--- src/rtl/controller_pkg.sv ---
// Shared encodings for the multicycle RV32I-subset controller: FSM states,
// opcodes, ALU operation/control codes and datapath mux selects.
package controller_pkg;

  typedef enum logic [3:0] {
    S_FETCH,
    S_DECODE,
    S_MEMADR,
    S_MEMREAD,
    S_MEMWRITE,
    S_MEMWB,
    S_EXECUTER,
    S_EXECUTEI,
    S_ALUWB,
    S_BEQ,
    S_JAL,
    S_TRAP
  } state_t;

  localparam logic [6:0] OP_LW  = 7'b0000011;
  localparam logic [6:0] OP_SW  = 7'b0100011;
  localparam logic [6:0] OP_R   = 7'b0110011;
  localparam logic [6:0] OP_I   = 7'b0010011;
  localparam logic [6:0] OP_BEQ = 7'b1100011;
  localparam logic [6:0] OP_JAL = 7'b1101111;

  localparam logic [1:0] ALU_OP_ADD   = 2'b00;
  localparam logic [1:0] ALU_OP_SUB   = 2'b01;
  localparam logic [1:0] ALU_OP_FUNCT = 2'b10;

  localparam logic [2:0] ALU_ADD = 3'b000;
  localparam logic [2:0] ALU_SUB = 3'b001;
  localparam logic [2:0] ALU_AND = 3'b010;
  localparam logic [2:0] ALU_OR  = 3'b011;
  localparam logic [2:0] ALU_SLT = 3'b101;

  localparam logic [1:0] RES_ALUOUT = 2'b00;
  localparam logic [1:0] RES_DATA   = 2'b01;
  localparam logic [1:0] RES_ALU    = 2'b10;

  localparam logic [1:0] SRC_A_PC    = 2'b00;
  localparam logic [1:0] SRC_A_OLDPC = 2'b01;
  localparam logic [1:0] SRC_A_RS1   = 2'b10;

  localparam logic [1:0] SRC_B_RS2  = 2'b00;
  localparam logic [1:0] SRC_B_IMM  = 2'b01;
  localparam logic [1:0] SRC_B_FOUR = 2'b10;

  localparam logic [1:0] IMM_I = 2'b00;
  localparam logic [1:0] IMM_S = 2'b01;
  localparam logic [1:0] IMM_B = 2'b10;
  localparam logic [1:0] IMM_J = 2'b11;

  function automatic logic [1:0] imm_decode(input logic [6:0] opcode);
    case (opcode)
      OP_SW:   return IMM_S;
      OP_BEQ:  return IMM_B;
      OP_JAL:  return IMM_J;
      default: return IMM_I;
    endcase
  endfunction

endpackage

--- src/rtl/alu_op_decoder.sv ---
// Maps the FSM's coarse alu_op plus instruction fields to an ALU control code.
// Purely combinational, zero latency, no flow control.
module alu_op_decoder
  import controller_pkg::*;
(
  input  logic [1:0] alu_op,
  input  logic [2:0] funct3,
  input  logic       op5,
  input  logic       funct7b5,
  output logic [2:0] alu_control
);

  always_comb begin
    alu_control = ALU_ADD;
    case (alu_op)
      ALU_OP_SUB: alu_control = ALU_SUB;
      ALU_OP_FUNCT: begin
        case (funct3)
          // Only R-type (op5=1) can encode sub; addi with bit30 set is still add.
          3'b000:  alu_control = (op5 & funct7b5) ? ALU_SUB : ALU_ADD;
          3'b010:  alu_control = ALU_SLT;
          3'b110:  alu_control = ALU_OR;
          3'b111:  alu_control = ALU_AND;
          default: alu_control = ALU_ADD;
        endcase
      end
      default: alu_control = ALU_ADD;
    endcase
  end

endmodule

--- src/rtl/multicycle_controller.sv ---
// Multicycle RV32I-subset control FSM: lw 5, sw/R/I/jal 4, beq 3 cycles plus one
// per mem_ready=0 cycle; memory waits hold every request/select stable.
module multicycle_controller
  import controller_pkg::*;
#(
  parameter int RESET_STATE_FETCH = 1
) (
  input  logic       clk,
  input  logic       rst_n,
  input  logic [6:0] op,
  input  logic [2:0] funct3,
  input  logic       funct7b5,
  input  logic       zero,
  input  logic       mem_ready,
  output logic       mem_req,
  output logic       adr_src,
  output logic       ir_write,
  output logic       pc_write,
  output logic       mem_write,
  output logic       reg_write,
  output logic [1:0] result_src,
  output logic [1:0] alu_src_a,
  output logic [1:0] alu_src_b,
  output logic [2:0] alu_control,
  output logic [1:0] imm_src,
  output logic       retire,
  output logic       illegal
);

  // An unsupported parameter value brings the core up trapped rather than running.
  localparam state_t RESET_STATE = (RESET_STATE_FETCH == 1) ? S_FETCH : S_TRAP;

  state_t     state_q, state_d;
  logic [1:0] alu_op;
  logic       mem_req_s, ir_write_s, pc_update, branch;
  logic       mem_write_s, reg_write_s, retire_s;

  always_ff @(posedge clk or negedge rst_n) begin
    if (!rst_n) state_q <= RESET_STATE;
    else        state_q <= state_d;
  end

  always_comb begin
    state_d     = state_q;
    mem_req_s   = 1'b0;
    adr_src     = 1'b0;
    ir_write_s  = 1'b0;
    pc_update   = 1'b0;
    branch      = 1'b0;
    mem_write_s = 1'b0;
    reg_write_s = 1'b0;
    retire_s    = 1'b0;
    result_src  = RES_ALUOUT;
    alu_src_a   = SRC_A_PC;
    alu_src_b   = SRC_B_RS2;
    alu_op      = ALU_OP_ADD;
    case (state_q)
      S_FETCH: begin
        mem_req_s  = 1'b1;
        alu_src_b  = SRC_B_FOUR;
        result_src = RES_ALU;
        if (mem_ready) begin
          ir_write_s = 1'b1;
          pc_update  = 1'b1;
          state_d    = S_DECODE;
        end
      end
      S_DECODE: begin
        alu_src_a = SRC_A_OLDPC;
        alu_src_b = SRC_B_IMM;
        case (op)
          OP_LW, OP_SW: state_d = S_MEMADR;
          OP_R:         state_d = S_EXECUTER;
          OP_I:         state_d = S_EXECUTEI;
          OP_BEQ:       state_d = S_BEQ;
          OP_JAL:       state_d = S_JAL;
          default:      state_d = S_TRAP;
        endcase
      end
      S_MEMADR: begin
        alu_src_a = SRC_A_RS1;
        alu_src_b = SRC_B_IMM;
        state_d   = (op == OP_LW) ? S_MEMREAD : S_MEMWRITE;
      end
      S_MEMREAD: begin
        mem_req_s = 1'b1;
        adr_src   = 1'b1;
        if (mem_ready) state_d = S_MEMWB;
      end
      S_MEMWRITE: begin
        mem_req_s   = 1'b1;
        mem_write_s = 1'b1;
        adr_src     = 1'b1;
        if (mem_ready) begin
          retire_s = 1'b1;
          state_d  = S_FETCH;
        end
      end
      S_MEMWB: begin
        result_src  = RES_DATA;
        reg_write_s = 1'b1;
        retire_s    = 1'b1;
        state_d     = S_FETCH;
      end
      S_EXECUTER: begin
        alu_src_a = SRC_A_RS1;
        alu_src_b = SRC_B_RS2;
        alu_op    = ALU_OP_FUNCT;
        state_d   = S_ALUWB;
      end
      S_EXECUTEI: begin
        alu_src_a = SRC_A_RS1;
        alu_src_b = SRC_B_IMM;
        alu_op    = ALU_OP_FUNCT;
        state_d   = S_ALUWB;
      end
      S_ALUWB: begin
        result_src  = RES_ALUOUT;
        reg_write_s = 1'b1;
        retire_s    = 1'b1;
        state_d     = S_FETCH;
      end
      S_BEQ: begin
        alu_src_a  = SRC_A_RS1;
        alu_src_b  = SRC_B_RS2;
        alu_op     = ALU_OP_SUB;
        result_src = RES_ALUOUT;
        branch     = 1'b1;
        retire_s   = 1'b1;
        state_d    = S_FETCH;
      end
      S_JAL: begin
        // ALUOut holds the target from DECODE; ALU computes the link PC+4 here.
        alu_src_a  = SRC_A_OLDPC;
        alu_src_b  = SRC_B_FOUR;
        result_src = RES_ALUOUT;
        pc_update  = 1'b1;
        state_d    = S_ALUWB;
      end
      S_TRAP:  state_d = S_TRAP;
      default: state_d = S_FETCH;
    endcase
  end

  alu_op_decoder u_alu_op_decoder (
    .alu_op      (alu_op),
    .funct3      (funct3),
    .op5         (op[5]),
    .funct7b5    (funct7b5),
    .alu_control (alu_control)
  );

  // Strobes are masked while reset is held so nothing fires before the first fetch.
  assign mem_req   = rst_n & mem_req_s;
  assign ir_write  = rst_n & ir_write_s;
  assign pc_write  = rst_n & (pc_update | (branch & zero));
  assign mem_write = rst_n & mem_write_s;
  assign reg_write = rst_n & reg_write_s;
  assign retire    = rst_n & retire_s;
  assign illegal   = (state_q == S_TRAP);
  assign imm_src   = imm_decode(op);

endmodule
--- config.mk ---
export PLATFORM = sky130hd
export DESIGN_NAME = multicycle_controller
export DESIGN_NICKNAME = d
export VERILOG_FILES = /design/src/rtl/controller_pkg.sv /design/src/rtl/alu_op_decoder.sv /design/src/rtl/multicycle_controller.sv
export SDC_FILE = /design/constraint.sdc
export NUM_CORES = 1
export LEC_CHECK = 0
export ABC_AREA = 1
export CORE_AREA = 2 2 44 46
export CTS_CLUSTER_SIZE = 30
export DETAILED_ROUTE_END_ITERATION = 6
export DIE_AREA = 0 0 46 48
export PLACE_DENSITY = 0.75
export SYNTH_ARGS = -nofsm -noshare
export SYNTH_HDL_FRONTEND = slang
export SYNTH_SLANG_ARGS = --single-unit
--- constraint.sdc ---
create_clock -name clk -period 1.82 [get_ports clk]
set_input_delay 0.273 -clock clk [delete_from_list [all_inputs] [get_ports clk]]
set_output_delay 0.273 -clock clk [all_outputs]
set_load 0.005 [all_outputs]
==> Word-level counts from Yosys, hierarchy flattened <==
Cells that the tools add are included.
{ "totals": {"wordCells": 72, "ff_bits": 4, "output_inout_bits": 19} }
{ "classes": {"eq_ne": 25, "n_bitwise": 9, "muxes": 23, "reduce_logical": 14} }
{ "ops": {"columns": ["op", "n"], "rows": [
  ["4-bit one-hot mux with 7 select lines", 1],
  ["4-bit one-hot mux with 5 select lines", 1],
  ["4-bit by 3-bit equality test with 1-bit output (second input constant)", 4],
  ["4-bit equality test (second input constant)", 4],
  ["2-bit one-hot mux with 2 select lines", 4],
  ["7-bit by 6-bit equality test with 1-bit output (second input constant)", 2],
  ["7-bit equality test (second input constant)", 2],
  ["4-bit two-way mux", 3],
  ["3-bit one-hot mux with 4 select lines", 1],
  ["2-bit OR reduction", 6],
  ["3-bit OR reduction", 4],
  ["1-bit AND", 8],
  ["4-bit by 2-bit equality test with 1-bit output (second input constant)", 2],
  ["1-bit two-way mux", 8],
  ["7-bit by 2-bit equality test with 1-bit output (second input constant)", 1],
  ["7-bit by 5-bit equality test with 1-bit output (second input constant)", 1],
  ["3-bit equality test (second input constant)", 2],
  ["2-bit inequality test (second input constant)", 3],
  ["2-bit one-hot mux with 3 select lines", 1],
  ["3-bit one-hot mux with 2 select lines", 1],
  ["4-bit by 1-bit equality test with 1-bit output (second input constant)", 1],
  ["4-bit zero test", 1],
  ["1-bit one-hot mux with 2 select lines", 2],
  ["4-bit OR reduction", 1],
  ["other kinds (7)", 7]
]} }

==> Longest topological paths before layout <==
{ "logic_depth": {"depth_word": 5, "depth_mapped": 10, "mapped_depth_nobuf": 10} }

==> Modules after synthesis <==
From an unflattened synthesis, not the netlist that was laid out.
{ "hier_totals": {"cells_unflattened": 116, "hier_area_um2": 634.4} }
{ "modules_own_cells": {"columns": ["module", "cells_per_inst", "area_per_inst_um2", "seq_area_each_um2", "instances"], "rows": [
  ["multicycle_controller", 99, 543.0, 100.1, 1],
  ["alu_op_decoder", 17, 91.3, 0.0, 1]
]} }

==> Worst setup path after synthesis <==
OpenSTA, ideal clock, no wires.
{ "synth_timing": {"path_type": "register -> output", "from": "reg state_q[1]", "to": "out alu_control[2]", "slack_ns": 0.139, "required_time_ns": 1.547, "stages_incl_launch_ff": 8, "path_buffers": 1, "t_arrival_ns": 1.408, "path_cell_list": "dfrtp_1 > buf_6 > inv_1 > nand2_1 > nor2_2 > inv_2 > ha_1 > nor4_1"} }
{ "synth_between": {"elab_chain_len": 5, "elab_cells_between_ends": 8} }
{ "synth_rtl": {"columns": ["element", "line_no", "rtl"], "rows": [
  ["from (decl)", "multicycle_controller.sv:33", "state_t state_q, state_d;"],
  ["from (signal assigned)", "multicycle_controller.sv:40", "else state_q <= state_d;"],
  ["4-bit by 3-bit equality test with 1-bit output", "multicycle_controller.sv:57", "case (state_q)"],
  ["2-bit OR reduction (no line)", null, null],
  ["2-bit one-hot mux with 2 select lines *", "multicycle_controller.sv:57", null],
  ["2-bit equality test / 2-bit by 1-bit equality test with 1-bit output (equally long branches)", "alu_op_decoder.sv:15", "case (alu_op)"],
  ["3-bit one-hot mux with 2 select lines *", "alu_op_decoder.sv:15", null],
  ["to (decl)", "multicycle_controller.sv:24", "output logic [2:0] alu_control,"]
]} }
Mark *: on every way between the ends. The rest lies on a longest branch, timed or not.

==> Final worst setup path <==
{ "layout_timing": {"from": "reg state_q[2]", "to": "out alu_control[2]"} }
Same word-level chain as after synthesis.

==> impl_metrics.toml <==
[power]
p_per_area_nw_per_um2 = 1200
fin_total_pwr_mw = 1.64
p_leak_nw = 0.757
max-vdd-ir-drop_v = 0.000906

[finish]
reg_top3 = "state_q: 4 flops"
largest_register_ffs = 4
top_register = "state_q"
final_cell_mix = "buf_4 (34), nand2_1 (22), clkdlybuf4s50_1 (13), inv_1 (12)"
drive_above_1_share_pct = 54.6
final_common_cell = "buf_4"
antenna_cells = 0
nets = 202
syn_to_final_growth_pct = 123

[synth]
syn-mean-instance-area_um2 = 5.83
netlist_area_um2 = 612
postSynthCellCount = 105
synth_nets = 122
yosys_warnings = 0
synthDistinctLibCells = 23
ys_seq_elements = 4
ys_seq_area_share_pct = 16.4

[placement]
gp_congestion = 0.851
portBuffers = 33
post-dp-hpwl_mm = 1.64

[floorplanning]
io_pins = 34
die_x_um = 46
die_area_um2 = 2210
rows = 15
die_h_um = 48
initial_utilization_pct = 36.2
coreArea_um2 = 1690

[min_path]
worstHoldPathType = "input port to async pin"

[timing]
period_needed_ns = 1.99
hold_viol = 0
drv_slew = 0
fmax_ghz = 0.503
worst_pin_slew_ns = 0.208
postLayoutSetupSlackWorst_ns = -0.167
final.period_utilization_pct = 109
setup_viol = 7
worst_hold_slack_ns = 0.323
clock-skew-final_ns = 0.00725
rsz0062_at_grt = "true"
maxSlewHeadroom_pct = 86.1

[worst_setup_path]
slowest_stage = "dfrtp_1"
cp_data_required_time_ns = 1.55
cp_top_family = "simple AND/OR/NAND/NOR gates"
startpoint_type = "flop"
crit_buf_inv = 4
arrival_ns = 1.71
critPathCaptureType = "primary output"
reg2reg_from = "state_q[2]"
ff2ff_path_depth = 12
r2r_end = "state_q[0]"
path_max_fanout = 3
setup.worst_path.class = "flop to primary output"
rrSetupSlack_ns = 0.10
crit_chain = "buf_6 -> nor2_4 -> inv_2 -> nor2_4 -> inv_2 -> ha_4 -> nor4_2 -> buf_2"
slowest_delay_ns = 0.40

[route]
drtPass1Iterations = 4
drc = 0
drtAntennaViolNets = 0
finalWirelength_mm = 2.72
dr.first_iter.drc_count = 7
via_per_inst = 5.10
wl_per_cell_um = 13.6
dr_total_vias = 1020

[clock_tree]
cts-root-buf = "clkbuf_4"
clock_latency_ns = 0.24
h-tree-depth = 1
cts_max_path_buffers = 2
numClockSinks = 4
clk_pin_slew_ns = 0.04
cts_made_buffers = 3
cts_tree = "done"

[grt]
grt-ovfl-total = 0
antenna_found_initial = 0
grt_pass1_vias = 903
grt_max_degree = 8
grt_pass1_wl_mm = 3.64
grtUsageTotal_pct = 23.0

[outcome]
status = "complete, but fails checks"
violations = "setup timing"

[run]
maxCapViolCount = 0
[metal layers]
| metal | part of all wire [%] | global-route usage [%] | vias up | routed length (µm) |
|---|---|---|---|---|
| li1 | - | - | 497 | - |
| met1 | 41 | 25.6 | 467 | 1110 |
| met2 | 52 | 43.9 | 46 | 1410 |
| met3 | 5.3 | 6.42 | 10 | 145 |
| met4 | 2.0 | 4.00 | 0 | 55 |
| met5 | 0 | 0 | - | 0 |
[cell families (layout without fill, tap and decap cells)]
| group | count (synthesis) | in the layout | synth area share (%) |
|---|---|---|---|
| simple gates | 64 | 64 | 51.1 |
| buf+inv | 24 | 102 | 16.0 |
| compound gates | 11 | 11 | 12.5 |
| flops | 4 | 4 | 16.4 |
| fa+ha+maj | 2 | 2 | 4.09 |
[how the worst max path moves through the flow]
stage | start | to | slack, ns | cells past startpoint
final | state_q[2] | alu_control[2] | -0.17 | 8
after global routing | state_q[2] | alu_control[2] | -0.27 | 8
after CTS | state_q[2] | alu_control[0] | -0.18 | 9
after detailed placement | state_q[2] | alu_control[2] | -0.31 | 7
after global placement | state_q[2] | alu_control[0] | -0.26 | 10
after floorplan | state_q[1] | alu_control[2] | 0.14 | 7
[worst register-to-register path, stage by stage, from the launching register on]
cell and delay, ns:
dfrtp_1 0.40, buf_4 0.15, buf_6 0.11, nor2_4 0.17, buf_6 0.12, inv_1 0.04
nor2_2 0.15, buf_4 0.13, buf_4 0.09, a21oi_1 0.08, nand3_1 0.10, nand2_1 0.06
nand2_1 0.06
[where the power goes]
group	internal, mW	switching (mW)	leakage, nW	total, mW
Combinational	0.682	0.687	0.692	1.37
Sequential	0.127	0.0344	0.0512	0.162
Clock	0.0738	0.0378	0.0138	0.112
[cell type report]
class                           count  area, µm²
Clock buffer                        3       22.5
Timing Repair Buffer               76        612
Multi-Input combinational cell     77        522
Fill cell                         112        325
Sequential cell                     4        100
Tap cell                           17       21.3
Inverter                           23       86.3
[synthesized netlist by cell type]
cell type,count,area [µm²]
nand3b_1,1,7.51
nor2_4,2,22.5
nand4_1,1,6.26
dfrtp_1,4,100
nand3_2,1,10.0
o21ai_0,1,5.00
o211ai_1,2,15.0
ha_1,2,25.0
a21oi_1,4,20.0
a41oi_1,1,8.76
nand3_1,12,60.1
nor4_1,1,6.26
inv_2,8,30.0
buf_6,1,11.3
clkinv_1,1,3.75
a31oi_1,1,6.26
nor2_2,7,43.8
nand2_2,4,25.0
nand2_1,25,93.8
o211ai_2,1,12.5
nor2_1,10,37.5
o32ai_1,1,8.76
inv_1,14,52.6
[metrics by stage]
stage	worst slack [ns]	TNS, ns	std cells	utilization [%]	instance area [µm²]
4_1_cts	-0.182	-0.382	193	73.6	1240
3_3_place_gp	-0.258	-0.974	179	67.5	1140
2_1_floorplan	0.139	0	105	-	612
5_1_grt	-0.269	-1.52	200	80.7	1360
3_5_place_dp	-0.315	-1.33	179	67.5	1140
6_report	-0.167	-0.733	200	80.7	1360
[timing repair]
action | 4_1_cts | 5_1_grt
buffers inserted | 11 | 8
hold buffers | 0 | 0
pin swaps | 9 | 15
setup endpoints to repair | 19 | 14
resized for setup | 52 | 41
Power figures use the tool's default switching activity.
